[config.mk]
export PLATFORM = sky130hd
export DESIGN_NAME = mult_shift_add_flat
export DESIGN_NICKNAME = d
export VERILOG_FILES = /design/src/rtl/mult_shift_add_if.sv /design/src/rtl/mult_shift_add.sv /design/src/flat_wrapper.sv
export SDC_FILE = /design/constraint.sdc
export NUM_CORES = 1
export LEC_CHECK = 0
export CAP_MARGIN = 10
export CORE_UTILIZATION = 50
export CTS_CLUSTER_SIZE = 24
export DETAILED_ROUTE_END_ITERATION = 8
export DONT_BUFFER_PORTS = 1
export GPL_ROUTABILITY_DRIVEN = 0
export MAX_ROUTING_LAYER = met4
export PLACE_DENSITY_LB_ADDON = 0.05
export SYNTH_ARGS = -nofsm -noshare
export SYNTH_HDL_FRONTEND = slang
export SYNTH_SLANG_ARGS = --single-unit
[constraint.sdc]
create_clock -name clk -period 3.95 [get_ports clk]
set_input_delay 0.79 -clock clk [delete_from_list [all_inputs] [get_ports clk]]
set_output_delay 0.79 -clock clk [all_outputs]
set_load 0.01 [all_outputs]
[src/rtl/mult_shift_add_if.sv]
// ---------------------------------------------------------------------------
// mult_shift_add_if
//
// Purpose:
//   Groups the operand, flag and result signals of the shift-and-add
//   multiplier into one bundle. The upstream side (the two deserializers
//   plus whatever consumes the result) uses the master modport, and the
//   multiplier itself uses the slave modport.
//
// Signals:
//   x_parallel  [WIDTH-1:0]    multiplicand from the first deserializer
//   fx                         multiplicand-ready flag
//   y_parallel  [WIDTH-1:0]    multiplier from the second deserializer
//   fy                         multiplier-ready flag
//   product     [2*WIDTH-1:0]  registered unsigned product
//   busy                       a multiplication is in progress
//   done                       product holds a completed, unreleased result
// ---------------------------------------------------------------------------
interface mult_shift_add_if #(
    parameter int WIDTH = 12
);
    logic [WIDTH-1:0]   x_parallel;
    logic               fx;
    logic [WIDTH-1:0]   y_parallel;
    logic               fy;
    logic [2*WIDTH-1:0] product;
    logic               busy;
    logic               done;

    // Drives operands and flags, observes the result.
    modport master (
        output x_parallel,
        output fx,
        output y_parallel,
        output fy,
        input  product,
        input  busy,
        input  done
    );

    // The multiplier: consumes operands and flags, produces the result.
    modport slave (
        input  x_parallel,
        input  fx,
        input  y_parallel,
        input  fy,
        output product,
        output busy,
        output done
    );
endinterface

[src/rtl/mult_shift_add.sv]
// ---------------------------------------------------------------------------
// mult_shift_add
//
// Purpose:
//   Sequential unsigned shift-and-add multiplier. When both upstream
//   deserializers flag their operands ready (go = fx & fy), the operands
//   are captured, one multiplier bit is processed per clock, and the exact
//   2*WIDTH-bit product is presented with done held high until go drops.
//
// Ports:
//   clk     single clock, all state changes on its rising edge
//   reset   synchronous active-high reset, has priority over everything
//   bus     mult_shift_add_if.slave
//             x_parallel / fx  multiplicand and its ready flag
//             y_parallel / fy  multiplier and its ready flag
//             product          registered product, changes only on entry
//                              to DONE
//             busy             high in RUN only
//             done             high in DONE only
//
// Configuration:
//   MULT_EARLY_EXIT_EN  when defined, RUN terminates as soon as the shifted
//                       multiplier register is zero, so latency depends on
//                       the highest set bit of y. When undefined (default),
//                       RUN always takes exactly WIDTH edges and there is no
//                       zero-detect logic at all. The product is the same in
//                       both builds.
// ---------------------------------------------------------------------------
module mult_shift_add #(
    parameter int WIDTH = 12
) (
    input  logic          clk,
    input  logic          reset,
    mult_shift_add_if.slave bus
);

    localparam int CNT_W = $clog2(WIDTH + 1);
    localparam logic [CNT_W-1:0] CNT_LAST = CNT_W'(WIDTH);

    typedef enum logic [1:0] {
        IDLE = 2'd0,
        RUN  = 2'd1,
        DONE = 2'd2
    } state_t;

    state_t             state_q,   state_d;
    logic [2*WIDTH-1:0] mcand_q,   mcand_d;
    logic [WIDTH-1:0]   mplier_q,  mplier_d;
    logic [2*WIDTH-1:0] acc_q,     acc_d;
    logic [CNT_W-1:0]   cnt_q,     cnt_d;
    logic [2*WIDTH-1:0] product_q, product_d;

    logic               go;
    logic [2*WIDTH-1:0] acc_next;

    // The two ready flags only matter in combination.
    assign go = bus.fx & bus.fy;

    // Partial-product accumulation for the current multiplier bit. The
    // accumulator is 2*WIDTH bits wide, so it can never overflow for
    // WIDTH-bit operands.
    assign acc_next = mplier_q[0] ? (acc_q + mcand_q) : acc_q;

    // State register and datapath registers. Reset clears everything and
    // wins over any go or RUN activity on the same edge.
    always_ff @(posedge clk) begin
        if (reset) begin
            state_q   <= IDLE;
            mcand_q   <= '0;
            mplier_q  <= '0;
            acc_q     <= '0;
            cnt_q     <= '0;
            product_q <= '0;
        end else begin
            state_q   <= state_d;
            mcand_q   <= mcand_d;
            mplier_q  <= mplier_d;
            acc_q     <= acc_d;
            cnt_q     <= cnt_d;
            product_q <= product_d;
        end
    end

    // Next-state and datapath control. Everything holds by default, so IDLE
    // without go and DONE with go both leave the registers untouched, and
    // operand/flag activity during RUN is simply never looked at.
    always_comb begin
        state_d   = state_q;
        mcand_d   = mcand_q;
        mplier_d  = mplier_q;
        acc_d     = acc_q;
        cnt_d     = cnt_q;
        product_d = product_q;

        unique case (state_q)
            IDLE: begin
                if (go) begin
                    mcand_d  = {{WIDTH{1'b0}}, bus.x_parallel};
                    mplier_d = bus.y_parallel;
                    acc_d    = '0;
                    cnt_d    = '0;
                    state_d  = RUN;
                end
            end

            RUN: begin
`ifdef MULT_EARLY_EXIT_EN
                // Once every set multiplier bit has been consumed the
                // accumulator already holds the final product.
                if (mplier_q == '0) begin
                    product_d = acc_q;
                    state_d   = DONE;
                end else begin
                    acc_d    = acc_next;
                    mcand_d  = mcand_q << 1;
                    mplier_d = mplier_q >> 1;
                    cnt_d    = cnt_q + CNT_W'(1);
                end
`else
                acc_d    = acc_next;
                mcand_d  = mcand_q << 1;
                mplier_d = mplier_q >> 1;
                cnt_d    = cnt_q + CNT_W'(1);
                // The last bit is folded in on the same edge that loads
                // the product, hence acc_next rather than acc_q.
                if (cnt_d == CNT_LAST) begin
                    product_d = acc_next;
                    state_d   = DONE;
                end
`endif
            end

            DONE: begin
                // go must drop before another capture can happen, so a
                // flag held high across completion never re-arms.
                if (!go) begin
                    state_d = IDLE;
                end
            end

            default: begin
                state_d = IDLE;
            end
        endcase
    end

    assign bus.product = product_q;
    assign bus.busy    = (state_q == RUN);
    assign bus.done    = (state_q == DONE);

endmodule

[src/flat_wrapper.sv]
// flat-port wrapper written by rule: the top's interface ports become plain ports
module mult_shift_add_flat 
#(
    parameter int WIDTH = 12
)
  (clk, reset, bus_x_parallel, bus_fx, bus_y_parallel, bus_fy, bus_product, bus_busy, bus_done);
  mult_shift_add_if #(.WIDTH(WIDTH)) bus_i ();
  input  logic clk;
  input  logic reset;
  input wire logic [$bits(bus_i.x_parallel)-1:0] bus_x_parallel;
  input wire logic [$bits(bus_i.fx)-1:0] bus_fx;
  input wire logic [$bits(bus_i.y_parallel)-1:0] bus_y_parallel;
  input wire logic [$bits(bus_i.fy)-1:0] bus_fy;
  output wire logic [$bits(bus_i.product)-1:0] bus_product;
  output wire logic [$bits(bus_i.busy)-1:0] bus_busy;
  output wire logic [$bits(bus_i.done)-1:0] bus_done;
  assign bus_i.x_parallel = bus_x_parallel;
  assign bus_i.fx = bus_fx;
  assign bus_i.y_parallel = bus_y_parallel;
  assign bus_i.fy = bus_fy;
  assign bus_product = bus_i.product;
  assign bus_busy = bus_i.busy;
  assign bus_done = bus_i.done;
  mult_shift_add #(.WIDTH(WIDTH)) u_core (.clk(clk), .reset(reset), .bus(bus_i));
endmodule
# Word level (Yosys, flattened, before mapping)
# Cells that the tools add are included.
# Widths: inputs -> output; s select.
# totals
regBits,90
in_bits,28
output_inout_bits,26
elab_cells,33
# classes
n_addsub,2
eq_ne,6
n_mux,13
bitwise_logic,1
n_reduce_logical,5
# ops
cell,count
$pmux 24 s2,2
$mux 24,3
$add 24x24->24,1
$pmux 12 s2,1
$mux 12,1
$pmux 4 s2,1
$mux 2,3
$pmux 2 s3,1
$add 4x1->4 const B,1
$eq 4x4->1 const B,1
$mux 4,1
$ne 2x1->1 const B,2
$reduce_and 2->1,2
$reduce_and 3->1,1
$eq 2x1->1 const B,1
$eq 2x2->1 const B,1
$logic_not 2->1,1
$ne 2x2->1 const B,1
$reduce_bool 2->1,1
$and 1x1->1,1

# Longest topological paths before layout
# Gate-level depths: netlist of run 1.
# logic_depth
word_depth,4
ltp_mapped,10
depth_no_buf,10

# Least setup slack after synthesis of run 1
# OpenSTA, ideal clock, no wires.
# synth_path
path_kind,register to register
startpoint,register u_core.acc_q[0]
endpoint,register u_core.product_q[20] (netlist: u_core.bus.product[20])
setup_ns,0.103
arrival_time_ns,2.225
t_required_ns,3.847
slack_ns,1.622
path_stages_with_launch,11
path_buffers,0
period_less_slack_ns,2.328
cell_sequence,dfxtp_1 ha_1 inv_1 fa_1 and2b_1 o211ai_1 a21oi_2 o2111ai_2 o21bai_2 xnor2_1 a2111oi_2
# synth_between
elab_chain_cells,2
# synth_lines
element,line,rtl
start: declaration,mult_shift_add.sv:49,"logic [2*WIDTH-1:0] acc_q, acc_d;"
start signal: assignment,mult_shift_add.sv:71,acc_q <= '0;
start signal: assignment,mult_shift_add.sv:78,acc_q <= acc_d;
$add 24x24->24,mult_shift_add.sv:62,assign acc_next = mplier_q[0] ? (acc_q + mcand_q) : acc_q;
$mux 24,mult_shift_add.sv:62,
end signal: assignment,mult_shift_add.sv:80,product_q <= product_d;
end: declaration,mult_shift_add.sv:51,"logic [2*WIDTH-1:0] product_q, product_d;"
# No other way between the ends.
# A chain may end at the register's enable or synchronous reset.

# Worst setup path after layout of run 1
# layout_path
startpoint,register u_core.cnt_q[0]
endpoint,register u_core.product_q[20] (netlist: u_core.bus.product[20])
# layout_between
elab_chain_cells,3
# layout_lines
element,line,rtl
start: declaration,mult_shift_add.sv:50,"logic [CNT_W-1:0] cnt_q, cnt_d;"
start signal: assignment,mult_shift_add.sv:79,cnt_q <= cnt_d;
$add 4x1->4,mult_shift_add.sv:123,cnt_d = cnt_q + CNT_W'(1);
$eq 4x4->1,mult_shift_add.sv:126,if (cnt_d == CNT_LAST) begin
$reduce_and 2->1 (no line),-,
# No other way between the ends.

==> out/metrics.yaml, run 1 <==
run_status:
  status: "finished clean"
timing:
  clock.fmax_mhz: 342
  layout_setup_ws_ns: 1.03
  skew_ns: 0.0112
  slew_viol_final: 0
  finalSetupTns_ns: 0
  worst_pin_slew_ns: 1.03
  min_period_over_period: 0.740
  rsz0062_at_grt: "false"
  max_slew_margin: 0.315
  hold_viol_final: 0
  setup_viol: 0
  post-route-min-period_ns: 2.92
drt:
  route.antenna.remaining_nets: 0
  routed_wl_um: 12300
  initialDrtViolationCount: 269
  dr.pass1.iters: 5
  post_drt_wl_per_cell_um: 16.6
  routed-via-count: 4431
  routed_via_density: 5.99
  drc: 0
floorplan:
  rows: 35
  fp.dieW_um: 101
  dieArea_um2: 10200
  die_h_um: 101
  start_util: 0.524
  fp.coreArea_um2: 9370
  pin_count: 54
yosys:
  yosysSeqAreaShare: 0.367
  synthXorXnorAreaFrac: 0.0285
  synth_flop_cell: "dfxtp_1"
  syn_avg_cell_area_um2: 7.84
  synthSimpleGateAreaFrac: 0.222
  synth_seq_cells: 90
  yosys.area_share.adder: 0.0677
  synth.distinct_cells: 60
  synth_compound_area_frac: 0.257
  syn-instance-count: 627
  synth_edf_count: 0
  synthMuxAreaShare: 0.0148
  netlist_area_um2: 4910
  yosys_warnings: 0
  async_flop_share: 0
  synth_top_family_by_area: "compound AO/OA/AOI/OAI gates"
  syn_nets: 681
run:
  drv_cap: 0
grt:
  antenna_found_initial: 0
  grt_pass1_wl_um: 20300
  grt_max_degree: 88
  grt_use_total: 0.261
  grt.overflow.total: 0
  grt_pass1_vias: 4018
cells_and_area:
  final_cell_area_um2: 5220
  layout-drive-gt1-share: 0.0704
  layout.nets: 660
  stdcell_count: 740
  diodes: 0
  syn2layout_area_growth_pct: 6.24
clock_network:
  hold_buffers: 0
  cts_tree: "yes"
  cts_buffer_depth: 2
  clock-sinks: 90
  htree_levels: 3
  cts_root_buf: "clkbuf_8"
  cts_made_buffers: 9
  cts_setup_buffers: 0
  clk_pin_slew_ns: 0.10
  cts_resized: 0
  clk_latency_ns: 0.36
power:
  p_per_area_nw_per_um2: 361
  vdd_drop_max_mv: 0.206
  power_mw: 1.89
  p_leak_nw: 2.00
placed_design:
  hpwl_um: 8670
  dpl-instance-area_um2: 4970
  pre_cts_ws_ns: 1.06
  placed_cells: 724
  portBuffers: 0
worst_setup_path:
  rrSetupSlack_ns: 1.03
  end_kind: "register"
  cp-start-kind: "register"
  crit_required_ns: 4.17
  crit_fanout: 20
  cp.arrival_ns: 3.14
  crit_type: "reg2reg"
hold_path:
  hp-class: "reg2reg"
==> kinds of logic (layout without fill, tap and decap cells) <==
kind of cell,after synthesis,count (layout)
compound gates,183,183
buf+inv,52,36
fa+ha+maj,26,26
flops,90,90
simple gates,253,253
xor+xnor,16,16
mux,7,7
==> placed cells by master, fill, tap and decap left out, types with 5 or more instances in the layout <==
master,netlist,layout
nor3_1,11,11
dfxtp_1,90,90
nor2_1,78,77
nor2b_1,7,7
ha_1,25,25
buf_4,0,7
nand3_1,24,24
a211oi_1,11,11
xnor2_1,11,11
a22o_1,5,5
xor2_1,5,5
inv_1,13,13
o21a_1,6,6
a22oi_1,9,9
clkbuf_8,0,9
a311oi_1,23,23
o31ai_1,5,5
mux2i_1,5,5
nand2_1,108,108
nand4_1,5,5
o21ai_0,19,19
a21o_1,8,8
o211ai_1,6,6
a21oi_1,61,61
or3_1,5,5
==> worst paths after layout <==
| check | start | to | cells after the start |
|---|---|---|---|
| max reg2reg | u_core.cnt_q[0] | u_core.bus.product[20] | 8 |
| min reg2reg | u_core.mplier_q[11] | u_core.mplier_q[11] | 2 |
| min | u_core.mplier_q[11] | u_core.mplier_q[11] | 2 |
| max | u_core.cnt_q[0] | u_core.bus.product[20] | 8 |
==> registers in the layout, summed over array words and instances, names as in the netlist <==
register	cells
u_core.mcand_q	24
u_core.state_q	2
u_core.cnt_q	4
u_core.bus.product	24
u_core.mplier_q	12
u_core.acc_q	24
==> cell usage after synthesis (4+ instances only) <==
master / n / area share
o21a_1: 6 / 0.0092
dfxtp_1: 90 / 0.37
xor2_1: 5 / 0.0089
mux2i_1: 5 / 0.010
a31oi_1: 4 / 0.0051
a211oi_1: 11 / 0.017
o21ai_0: 19 / 0.019
nor2_1: 78 / 0.060
o211ai_1: 6 / 0.0092
inv_1: 13 / 0.0099
a21o_1: 8 / 0.012
nor2b_1: 7 / 0.0089
nand2_1: 108 / 0.082
nor3_1: 11 / 0.011
a311oi_1: 23 / 0.041
nand3_1: 24 / 0.024
nand4_1: 5 / 0.0064
buf_2: 6 / 0.0061
xnor2_1: 11 / 0.020
ha_1: 25 / 0.064
or3_1: 5 / 0.0064
clkbuf_1: 31 / 0.024
a22oi_1: 9 / 0.014
o31ai_1: 5 / 0.0076
a21oi_1: 61 / 0.062
a22o_1: 5 / 0.0089
==> worst max-delay path, stage by stage, from the launching register on <==
cell and delay, ns:
dfxtp_1 0.44, ha_1 0.25, nor2b_1 0.20, a21o_1 0.11, a21oi_1 0.13, nor2b_1 0.51, nand2_1 0.65, nor3_1 0.39
a2111oi_2 0.09
==> routing by layer <==
metal,track usage,share of wire
met1,0.363,0.49
met2,0.392,0.45
met3,0.0407,0.053
met4,0.0747,0.0095
met5,-,0
==> power by group <==
part | leakage (nW) | switching, mW | total (mW) | internal (mW)
logic | 1.15 | 0.0998 | 0.148 | 0.0485
registers | 0.729 | 0.0194 | 0.951 | 0.931
clock network | 0.118 | 0.361 | 0.788 | 0.427
total | 2.00 | 0.480 | 1.89 | 1.41
==> final cells by class <==
type,instances,area [um^2]
multi-input cells,485,2910
fillers,932,4150
clock buffers,9,124
inverters,13,48.8
flip-flops and latches,90,1800
well taps,129,161
clock inverters,7,125
repair buffers,7,52.6
==> per-stage QoR <==
stage	util	hold WS, ns
6_report	0.557	0.471
3_3_place_gp	0.531	0.451
5_1_grt	0.557	0.482
3_5_place_dp	0.531	0.453
4_1_cts	0.557	0.466
2_1_floorplan	-	0.446
(Power assumes the default switching activity.)
==> inputs of run 2 (changes only) <==
- ABC_AREA: default -> 1
- clock period: 3.95 -> 2.8 ns (I/O delays scaled with it)
==> run 2 against run 1 <==
  * Die area up 10%
  * Clock-buffer cell count is 4 higher
  * Global-route usage grew 0.95 points
  * Via count rose by 16%
  * Final cell count rose by 32%
==> out/metrics.yaml, run 2 <==
grt:
  grt_max_degree: 67  # -24%
  busiest_layer: "met2"
  grt_util_met3: 0.0558  # +0.0151
  grt.overflow.total: 0  # unchanged
  grt_use_total: 0.271  # +0.00950
  grt_pass1_wl_um: 23700  # +17%
  use_met1: 0.356  # -0.00720
  grt_pass1_vias: 5064  # +26%
  antenna_found_initial: 0  # unchanged
  grtUsageMet2: 0.417  # +0.0240
worst_setup_path:
  crit_fanout: 3  # -85%
  cpMostUsedCell: "nand2_1"
  crit_chain: "ha_1 -> inv_1 -> fa_1 -> nand3b_1 -> nand2_1 -> nand2_1 -> nand2_1 -> nand2_1 -> a21o_1 -> nand3_2 -> nand3_1 -> a21oi_1"
  cp.arrival_ns: 2.49  # -0.65 ns
  worst-path-buf-inv: 1  # +1
  cp_slowest_cell: "fa_1"
  cp-start-kind: "register"
  cp-startpoint: "u_core.mcand_q[0]"
  crit_required_ns: 3.11  # -1.06 ns
  critical_path.top_delay_family: "simple AND/OR/NAND/NOR gates"
  end_kind: "register"
  crit_type: "reg2reg"
  slowest_delay_ns: 0.42  # -0.23 ns
  rr_startpoint: "u_core.mcand_q[0]"
cells_and_area:
  syn2layout_area_growth_pct: 5.78
  diodes: 0  # unchanged
  final_common_cell: "nand2_1"
  final_cell_mix: "nand2_1 (312), inv_1 (93), dfxtp_1 (90)"
  layout-drive-gt1-share: 0.0787  # +0.00829
  seqCellArea_um2: 1800  # unchanged
  multi_input_area_um2: 3110  # +7.1%
  fill_cells: 1061  # +14%
  layout.nets: 888  # +35%
  final_cell_area_um2: 5750  # +10%
drt:
  route.antenna.remaining_nets: 0  # unchanged
  post_drt_wl_per_cell_um: 14.1  # -15%
  drc: 0  # unchanged
  dr.pass1.iters: 5  # unchanged
  initialDrtViolationCount: 401  # +49%
  routed-via-count: 5161  # +16%
  routed_wl_um: 13700  # +12%
  routed_via_density: 5.29  # -12%
run_status:
  status: "finished clean"
placed_design:
  hpwl_um: 9850  # +14%
  pre_cts_ws_ns: 0.673  # -0.391 ns
  portBuffers: 0  # unchanged
  dpl-instance-area_um2: 5500  # +11%
power:
  p_leak_nw: 2.56  # +28%
  vdd_drop_max_mv: 0.346  # +68%
  p_per_area_nw_per_um2: 486  # +35%
hold_path:
  hp-class: "in2reg"
  hold_start: "reset"
clock_network:
  cts_made_buffers: 9  # unchanged
  hold_buffers: 0  # unchanged
  cts_tree: "yes"
  htree_levels: 3  # unchanged
  cts_setup_buffers: 0  # unchanged
  cts_resized: 0  # unchanged
  clk_pin_slew_ns: 0.09  # about the same
  clock-sinks: 90  # unchanged
  cts_buffer_depth: 2  # unchanged
  cts_root_buf: "clkbuf_8"
  clk_latency_ns: 0.39  # +0.03 ns
floorplan:
  die_h_um: 106  # +5.1%
  fp.coreArea_um2: 10400  # +11%
  fp.dieW_um: 106  # +5.1%
  rows: 37  # +5.7%
  start_util: 0.522  # -0.00251
  dieArea_um2: 11300  # +10%
  pin_count: 54  # unchanged
timing:
  whs_ns: 0.231  # -0.240 ns
  slew_viol_final: 0  # unchanged
  setup_viol: 0  # unchanged
  clock.fmax_mhz: 460  # +34%
  rsz0062_at_grt: "false"
  max_slew_margin: 0.522  # +0.207
  worst_pin_slew_ns: 0.717  # -0.311 ns
  layout_setup_ws_ns: 0.626  # -0.402 ns
  skew_ns: 0.0111  # -0.0000818 ns
  min_period_over_period: 0.776  # +0.0366
  hold_viol_final: 0  # unchanged
  post-route-min-period_ns: 2.17  # -0.748 ns
  finalSetupTns_ns: 0  # unchanged
yosys:
  synth_seq_cells: 90  # unchanged
  synth_top_area_frac: 0.331  # -0.0352
  async_flop_share: 0  # unchanged
  syn-instance-count: 853  # +36%
  syn_nets: 907  # +33%
  yosysSeqAreaShare: 0.331  # -0.0352
  netlist_area_um2: 5440  # +11%
  syn_avg_cell_area_um2: 6.37  # -19%
  synth_commonest_cells: "nand2_1 (312), inv_1 (93), dfxtp_1 (90)"
  synth.top_cells.by_area: "dfxtp_1 (33%), nand2_1 (22%), a21oi_1 (6.6%), inv_1 (6.4%), ha_1 (5.8%)"
  synth_edf_count: 0  # unchanged
  synth.distinct_cells: 33  # -45%
  synth_most_common_cell: "nand2_1"
  yosys_warnings: 0  # unchanged
  synth_flop_cell: "dfxtp_1"
  yosys.area.top_type: "dfxtp_1"
run:
  drv_cap: 0  # unchanged
[run 2: area by class of cell]
type	instances	area share
Clock inverter	3	0.0120
Timing Repair Buffer	4	0.00740
Sequential cell	90	0.313
Inverter	100	0.0653
Tap cell	136	0.0296
Multi-Input combinational cell	629	0.541
Clock buffer	13	0.0311
[run 2: final timing paths]
path | to | slack (ns) | depth (start not counted)
min | u_core.state_q[1] | 0.23 | 1
max | u_core.acc_q[12] | 0.63 | 12
min reg2reg | u_core.mplier_q[11] | 0.46 | 2
max reg2reg | u_core.acc_q[12] | 0.63 | 12
[run 2: per-stage QoR]
stage	power (mW)	std cells	utilization
detailed placement	1.73	959	0.528
finish	2.80	975	0.552
CTS	2.81	975	0.552
floorplan	1.67	853	-
global placement	1.73	959	0.528
global route	2.91	975	0.552
[run 2: cells by family (layout without fill, tap and decap cells)]
family	count (synthesis)	after routing	synth area share
buffers and inverters	134	120	0.0960
and+or+nand+nor	461	461	0.365
adders and majority gates	26	26	0.0612
AOI/OAI and AO/OA	132	132	0.131
xor gates and xnor gates	10	10	0.0161
DFF	90	90	0.331
[run 2: per-layer routing]
layer / up-vias / wire (um)
li1: 2678 / -
met1: 2353 / 6640
met2: 112 / 6110
met3: 18 / 812
met4: 0 / 193
met5: - / 0
[run 2: power breakdown]
| part | internal (mW) | switching [mW] |
|---|---|---|
| Combinational | 0.119 | 0.222 |
| Sequential | 1.33 | 0.0404 |
| Clock | 0.602 | 0.487 |
| Total | 2.05 | 0.750 |
